<file path="src/rtl/sobel_frame_ctrl_pkg.sv">
// Shared types and defaults for the Sobel frame sequencer (package sobel_ctrl_pkg).
// Mode encoding matches the host register field; code 11 folds to BYPASS.
package sobel_ctrl_pkg;

    localparam int H_ACTIVE_DEF  = 640;
    localparam int V_ACTIVE_DEF  = 480;
    localparam int DEF_SHIFT_DEF = 4;

    typedef enum logic [1:0] {
        BYPASS    = 2'b00,
        SOBEL     = 2'b01,
        SOBEL_INV = 2'b10
    } mode_e;

    typedef enum logic [1:0] {
        SYNC   = 2'b00,
        ARMED  = 2'b01,
        ACTIVE = 2'b10,
        DONE   = 2'b11
    } state_e;

    function automatic mode_e decode_mode(input logic [1:0] raw);
        case (raw)
            2'b01:   return SOBEL;
            2'b10:   return SOBEL_INV;
            default: return BYPASS;
        endcase
    endfunction

endpackage

</file>
<file path="src/rtl/sobel_frame_ctrl_xy_counter.sv">
// Pixel column/row counters (module sobel_xy_counter). Column wraps at the line end,
// row saturates at V_ACTIVE; any pixel beyond that raises a sticky overflow until clr.
module sobel_xy_counter #(
    parameter int H_ACTIVE = 640,
    parameter int V_ACTIVE = 480
) (
    input  logic                        clk,
    input  logic                        rst,
    input  logic                        clr,
    input  logic                        en,
    output logic [$clog2(H_ACTIVE)-1:0] x,
    output logic [$clog2(V_ACTIVE)-1:0] y,
    output logic                        ovf
);

    localparam int XW = $clog2(H_ACTIVE);
    localparam int YW = $clog2(V_ACTIVE);
    localparam logic [XW-1:0] X_LAST = XW'(H_ACTIVE - 1);
    localparam logic [YW-1:0] Y_END  = YW'(V_ACTIVE);

    always_ff @(posedge clk) begin
        if (rst || clr) begin
            x   <= '0;
            y   <= '0;
            ovf <= 1'b0;
        end else if (en) begin
            if (y == Y_END) begin
                ovf <= 1'b1;
            end else if (x == X_LAST) begin
                x <= '0;
                y <= y + 1'b1;
            end else begin
                x <= x + 1'b1;
            end
        end
    end

endmodule

</file>
<file path="src/rtl/sobel_frame_ctrl.sv">
// Frame sequencer for the Sobel pipeline: position tracking, window clear, and
// frame-boundary config apply. Optional statistics counters under SOBEL_CTRL_STATS_EN.
module sobel_frame_ctrl
    import sobel_ctrl_pkg::*;
#(
    parameter int H_ACTIVE  = H_ACTIVE_DEF,
    parameter int V_ACTIVE  = V_ACTIVE_DEF,
    parameter int DEF_SHIFT = DEF_SHIFT_DEF
) (
    input  logic                        iCLK,
    input  logic                        iRST,
    input  logic                        iFVAL,
    input  logic                        iDVAL,
    input  logic                        iCFG_REQ,
    input  logic [1:0]                  iCFG_MODE,
    input  logic [2:0]                  iCFG_SHIFT,
    output logic                        oCFG_ACK,
    output logic [1:0]                  oMODE,
    output logic [2:0]                  oMAG_SHIFT,
    output logic [$clog2(H_ACTIVE)-1:0] oX,
    output logic [$clog2(V_ACTIVE)-1:0] oY,
    output logic                        oBORDER,
    output logic                        oSOF,
    output logic                        oEOF,
    output logic                        oWIN_CLR,
    output logic                        oFRAME_ERR,
    output logic [15:0]                 oFRAME_CNT,
    output logic [7:0]                  oERR_CNT
);

    localparam int XW = $clog2(H_ACTIVE);
    localparam int YW = $clog2(V_ACTIVE);
    localparam logic [XW-1:0] X_LAST = XW'(H_ACTIVE - 1);
    localparam logic [YW-1:0] Y_LAST = YW'(V_ACTIVE - 1);
    localparam logic [YW-1:0] Y_END  = YW'(V_ACTIVE);

    state_e     state;
    mode_e      mode_q;
    mode_e      pend_mode;
    logic [2:0] pend_shift;
    logic       pend_valid;
    logic       ovf;
    logic       start;
    logic       active;
    logic       count_en;
    logic       bad_frame;

    assign start    = (state == ARMED) && iFVAL;
    assign active   = (state == ACTIVE);
    assign count_en = active && iDVAL;

    sobel_xy_counter #(
        .H_ACTIVE(H_ACTIVE),
        .V_ACTIVE(V_ACTIVE)
    ) u_xy (
        .clk(iCLK),
        .rst(iRST),
        .clr(start),
        .en (count_en),
        .x  (oX),
        .y  (oY),
        .ovf(ovf)
    );

    assign bad_frame = ovf || (oX != '0) || (oY != Y_END);
    assign oBORDER   = active && ((oX == '0) || (oX == X_LAST) || (oY == '0) || (oY == Y_LAST));
    assign oSOF      = count_en && (oX == '0) && (oY == '0);
    assign oEOF      = count_en && (oX == X_LAST) && (oY == Y_LAST);
    assign oMODE     = mode_q;

    always_ff @(posedge iCLK) begin
        if (iRST) begin
            state      <= SYNC;
            mode_q     <= BYPASS;
            oMAG_SHIFT <= 3'(DEF_SHIFT);
            pend_valid <= 1'b0;
            pend_mode  <= BYPASS;
            pend_shift <= '0;
            oCFG_ACK   <= 1'b0;
            oWIN_CLR   <= 1'b0;
            oFRAME_ERR <= 1'b0;
        end else begin
            oCFG_ACK <= 1'b0;
            oWIN_CLR <= 1'b0;
            case (state)
                SYNC:   if (!iFVAL) state <= ARMED;
                ARMED:  if (iFVAL) begin
                            state    <= ACTIVE;
                            oWIN_CLR <= 1'b1;
                        end
                ACTIVE: if (!iFVAL) state <= DONE;
                DONE:   begin
                            state <= ARMED;
                            if (bad_frame) oFRAME_ERR <= 1'b1;
                        end
                default: state <= SYNC;
            endcase
            // The host still holds REQ during the ack cycle, so capture is blocked then.
            if (start && pend_valid) begin
                mode_q     <= pend_mode;
                oMAG_SHIFT <= pend_shift;
                oCFG_ACK   <= 1'b1;
                pend_valid <= 1'b0;
            end else if (iCFG_REQ && !pend_valid && !oCFG_ACK) begin
                pend_mode  <= decode_mode(iCFG_MODE);
                pend_shift <= iCFG_SHIFT;
                pend_valid <= 1'b1;
            end
        end
    end

`ifdef SOBEL_CTRL_STATS_EN
    logic [15:0] frame_cnt;
    logic [7:0]  err_cnt;

    always_ff @(posedge iCLK) begin
        if (iRST) begin
            frame_cnt <= '0;
            err_cnt   <= '0;
        end else if (state == DONE) begin
            frame_cnt <= frame_cnt + 1'b1;
            if (bad_frame && (err_cnt != 8'hFF)) err_cnt <= err_cnt + 1'b1;
        end
    end

    assign oFRAME_CNT = frame_cnt;
    assign oERR_CNT   = err_cnt;
`else
    assign oFRAME_CNT = '0;
    assign oERR_CNT   = '0;
`endif

endmodule

</file>
<file path="config.mk">
export PLATFORM = sky130hd
export DESIGN_NAME = sobel_frame_ctrl
export DESIGN_NICKNAME = d
export VERILOG_FILES = /design/src/rtl/sobel_frame_ctrl_pkg.sv /design/src/rtl/sobel_frame_ctrl_xy_counter.sv /design/src/rtl/sobel_frame_ctrl.sv
export SDC_FILE = /design/constraint.sdc
export NUM_CORES = 1
export LEC_CHECK = 0
export CAP_MARGIN = 10
export CORE_ASPECT_RATIO = 1.4
export CORE_MARGIN = 1
export CORE_UTILIZATION = 39
export DETAILED_ROUTE_END_ITERATION = 10
export PLACE_DENSITY_LB_ADDON = 0.12
export SETUP_SLACK_MARGIN = 0.05
export SLEW_MARGIN = 20
export SYNTH_ARGS = -nofsm -noshare
export SYNTH_HDL_FRONTEND = slang
export SYNTH_SLANG_ARGS = --single-unit
</file>
<file path="constraint.sdc">
create_clock -name iCLK -period 3 [get_ports iCLK]
set_input_delay 0.6 -clock iCLK [delete_from_list [all_inputs] [get_ports iCLK]]
set_output_delay 0.6 -clock iCLK [all_outputs]
set_load 0.01 [all_outputs]
</file>
==> summary by stage <==
Final layout
The fraction of layout cells with a size suffix above 1 is 8.70%. After routing the design area is 0.00244 mm². The share of the core filled with cells is 53.1%. The final standard cell count with taps included and fillers excluded is 338. In the final design database the tool counted 293 nets.

The area growth from synthesis to final layout is 27.8%. The number of antenna diodes in the final layout is 0.

Timing
The final setup TNS is 0 ns. The max-slew headroom at the worst pin is 64.8%. The final period demand of the worst path is 2.83 ns. At the pin with the least slew margin, the transition time is 0.526 ns.

The worst slack on hold paths is 0.463 ns. The setup clock skew after layout is 0.00818 ns. Setup repair after global routing left no endpoint under its margin. The hold violation count in the final report is 0. The share of the cycle needed by the critical path after routing is 94.3%. The final-report max-slew violation count is 0. The number of setup violations in the final report is 0. The achievable clock frequency is 354 MHz.

Synth
The simple-gate portion of the synthesized area is 24.3%. For this run, the number of Yosys warnings is 0. The share of synthesized flip-flops with an asynchronous set or reset is 0%. In the synthesized netlist the dominant register cell turns out to be sky130_fd_sc_hd__dfxtp_1. The mux cell area share after synthesis is 2.09%.

The mapped netlist covers 0.00191 mm². The cell count after synthesis is 229. The share of synthesized cell area in full adder, half adder and majority cells is 5.23%.

The share of the synthesized area in the top cell type is 37.7%. The post-synthesis compound-gate area fraction is 14.7%. The cell with the most instances after synthesis is sky130_fd_sc_hd__dfxtp_1. After synthesis the netlist holds a flip-flop and latch count of 36. After synthesis, the largest family of logic cells by area is simple AND/OR/NAND/NOR gates. The share of the Yosys chip area taken by registers is 37.7%. The number of library cell types mapped by synthesis is 39. By count the netlist is led by sky130_fd_sc_hd__dfxtp_1, sky130_fd_sc_hd__buf_4, sky130_fd_sc_hd__a21oi_1, sky130_fd_sc_hd__nand2_1, sky130_fd_sc_hd__nor2_1. The mean cell area of the mapped netlist is 8.35 µm².

Of all cell types, the one taking the most synthesized area is sky130_fd_sc_hd__dfxtp_1. By area the synthesized netlist is led by sky130_fd_sc_hd__dfxtp_1, sky130_fd_sc_hd__buf_4, sky130_fd_sc_hd__ha_1. The xor and xnor fraction of the mapped netlist area is 2.75%. The count of flip-flops with a built-in enable after synthesis is 0.

Global route
For met1 alone, demand over resource in global routing was 18.7%. After global routing, the most crowded layer is met2. The number of antenna violations at the first check in global routing is 0.

Global routing used 29.9% of the available met2 tracks. The largest net degree at the start of global routing is 15. Global routing finished with a remaining overflow of 0. The met3 demand-to-capacity share in global routing is 3.81%.

The first-pass GRT wire length is 6.80 mm. Global routing used 17.1% of the available tracks. The number of global-route vias before repair is 1569.

Floorplan
In this run the vertical extent of the chip is 84.9 µm. The die covers 0.00519 mm². The standard-cell row count is 29. For this design the top-level I/O count stands at 64.

The region available for standard cell placement spans 0.00461 mm². The initial standard-cell utilization of the core is 41.5%. The floorplan step set the die width to 61.2 µm.

Place
In this run the tool buffered the top-level ports with 39 buffer cells. The estimated wirelength of the detail-placed design is 3.08 mm. The placed standard-cell area is 0.00232 mm². At the end of routability-driven placement, the weighted congestion stood at 0.785.

Including well taps, the total number of placed cells is 330.

Setup path
The critical path class is register to primary output. Data on the critical path is required at its endpoint by 2.40 ns. The startpoint kind of the worst setup timing path is a register. The most critical setup path has its startpoint at u_xy.y[1]$_SDFFE_PP0P_. The nature of the critical path endpoint is a primary output. Data arrives at the worst endpoint at 2.23 ns. Along the worst path, the maximum fanout reaches 5.

The startpoint identified for the worst register-to-register timing path is u_xy.y[1]$_SDFFE_PP0P_.

Job
The count of max-cap constraint violations is 0.

Drt
The via density per instance is 4.93. Summed over all layers, the routed wires come to 4.07 mm. The DRC marker count from the first detailed-route iteration is 84. The pre-antenna-repair detailed-routing pass consisted of 4 iterations. Dividing the detail-routed wire length by the instance count gives 12.0 µm. The via total after detailed routing is 1666. The DRC violations left is 0.

The number of routed nets with antenna violations is 0.

CTS
In this run the clock root is driven by a sky130_fd_sc_hd__clkbuf_8. Counting the buffers created by CTS gives 5. The clock sink total is 36.

The clock passes through at most 2 buffers. The clock tree from TritonCTS is done. The H-tree was split into 2 levels. The number of buffers added to fix hold violations after cts is 0. The clock reaches the later pin of the worst-skew pair after 0.29 ns. The clock transition at the registers of the reported paths is 0.08 ns.

The post-CTS setup-driven buffer insertion count is 0.

Power
The largest vdd supply drop is 0.000259 V. Dividing total power by cell area gives a power density of 469 mW/mm². The leakage component of the power is 0.922 nW.

Worst hold path
The source of the worst hold timing path is oMAG_SHIFT[0]$_SDFFE_PP0P_. The class of the worst hold path is register to register.

Outcome
The flow ran to the end, and the final reports show no timing, DRC or antenna violations.
layer usage:
metal	share of wire, %	up-vias
met5	0	-
met4	1.4	0
met3	4.1	5
met2	53	38
met1	41	778
li1	-	845
registers in the layout, summed over array words and instances, names as in the netlist, 2 cells and up:
register    flops
oMAG_SHIFT      3
oMODE           2
pend_mode       2
pend_shift      3
state           2
u_xy.x         10
u_xy.y          9
area by class of cell:
cell class	count	area (µm²)
Fill cell	485	2160
Multi-Input combinational cell	174	1040
Sequential cell	36	722
Timing Repair Buffer	49	464
Tap cell	62	77.6
Clock buffer	5	68.8
Clock inverter	3	42.5
Inverter	9	33.8
cells by family (layout without fill, tap and decap cells):
family / count (synthesis) / count (layout)
compound gates: 47 / 47
mux: 4 / 4
xor+xnor: 6 / 6
flops: 36 / 36
other cells: 1 / 24
simple gates: 85 / 85
buf+inv: 42 / 66
fa+ha+maj: 8 / 8
stage by stage:
| step | power (mW) | worst slack, ns |
|---|---|---|
| floorplan | 0.676 | 0.537 |
| global placement | 0.733 | 0.179 |
| detailed placement | 0.734 | 0.159 |
| CTS | 1.16 | 0.122 |
| global route | 1.21 | 0.0629 |
| finish | 1.15 | 0.171 |
worst paths after layout:
| kind | cells after the start | slack (ns) | endpoint |
|---|---|---|---|
| worst min-delay path | 2 | 0.46 | oMAG_SHIFT[0]$_SDFFE_PP0P_ |
| worst max register to register | 7 | 1.02 | u_xy.x[9]$_SDFFE_PP0P_ |
| worst max-delay path | 7 | 0.17 | oBORDER |
| worst min register to register | 2 | 0.46 | oMAG_SHIFT[0]$_SDFFE_PP0P_ |
placed cells by master (no fill, tap or decap), types with 2 or more instances in the layout:
cell | netlist | routed
sky130_fd_sc_hd__a21oi_1 | 19 | 19
sky130_fd_sc_hd__a31oi_1 | 2 | 2
sky130_fd_sc_hd__and3_1 | 2 | 2
sky130_fd_sc_hd__and4_1 | 4 | 4
sky130_fd_sc_hd__buf_4 | 24 | 10
sky130_fd_sc_hd__clkbuf_8 | 0 | 5
sky130_fd_sc_hd__clkdlybuf4s50_1 | 0 | 37
sky130_fd_sc_hd__conb_1 | 1 | 24
sky130_fd_sc_hd__dfxtp_1 | 36 | 35
sky130_fd_sc_hd__ha_1 | 8 | 8
sky130_fd_sc_hd__inv_1 | 9 | 9
sky130_fd_sc_hd__mux2i_1 | 4 | 4
sky130_fd_sc_hd__nand2_1 | 18 | 18
sky130_fd_sc_hd__nand2b_1 | 4 | 4
sky130_fd_sc_hd__nand3_1 | 8 | 8
sky130_fd_sc_hd__nand3b_1 | 3 | 3
sky130_fd_sc_hd__nand4_1 | 5 | 5
sky130_fd_sc_hd__nor2_1 | 18 | 18
sky130_fd_sc_hd__nor3_1 | 5 | 4
sky130_fd_sc_hd__nor3b_1 | 2 | 2
sky130_fd_sc_hd__nor4b_1 | 2 | 2
sky130_fd_sc_hd__o2111ai_1 | 2 | 2
sky130_fd_sc_hd__o211ai_1 | 5 | 5
sky130_fd_sc_hd__o21a_1 | 3 | 3
sky130_fd_sc_hd__o21ai_0 | 10 | 10
sky130_fd_sc_hd__o31ai_1 | 2 | 2
sky130_fd_sc_hd__or3_1 | 8 | 8
sky130_fd_sc_hd__or4_1 | 2 | 2
sky130_fd_sc_hd__xor2_1 | 5 | 5
critical path, stage by stage (launching register included):
cell and delay, ns:
sky130_fd_sc_hd__dfxtp_2 0.35, sky130_fd_sc_hd__inv_1 0.06, sky130_fd_sc_hd__ha_1 0.12, sky130_fd_sc_hd__or4b_4 0.45
sky130_fd_sc_hd__or4_4 0.44, sky130_fd_sc_hd__a21oi_2 0.12, sky130_fd_sc_hd__o21a_1 0.12, sky130_fd_sc_hd__dlygate4sd2_1 0.26
repair_timing:
| action | CTS | global route |
|---|---|---|
| setup endpoints to repair | 2 | 3 |
| gates resized for setup | 2 | 4 |
| pin swaps | 0 | 0 |
| endpoints found under the hold margin | 0 | 0 |
power by group:
part / leakage (nW) / switching (mW) / internal, mW
Combinational: 0.576 / 0.115 / 0.0855
Clock: 0.0541 / 0.183 / 0.246
Sequential: 0.292 / 0.0173 / 0.500
(Power assumes the default switching activity.)
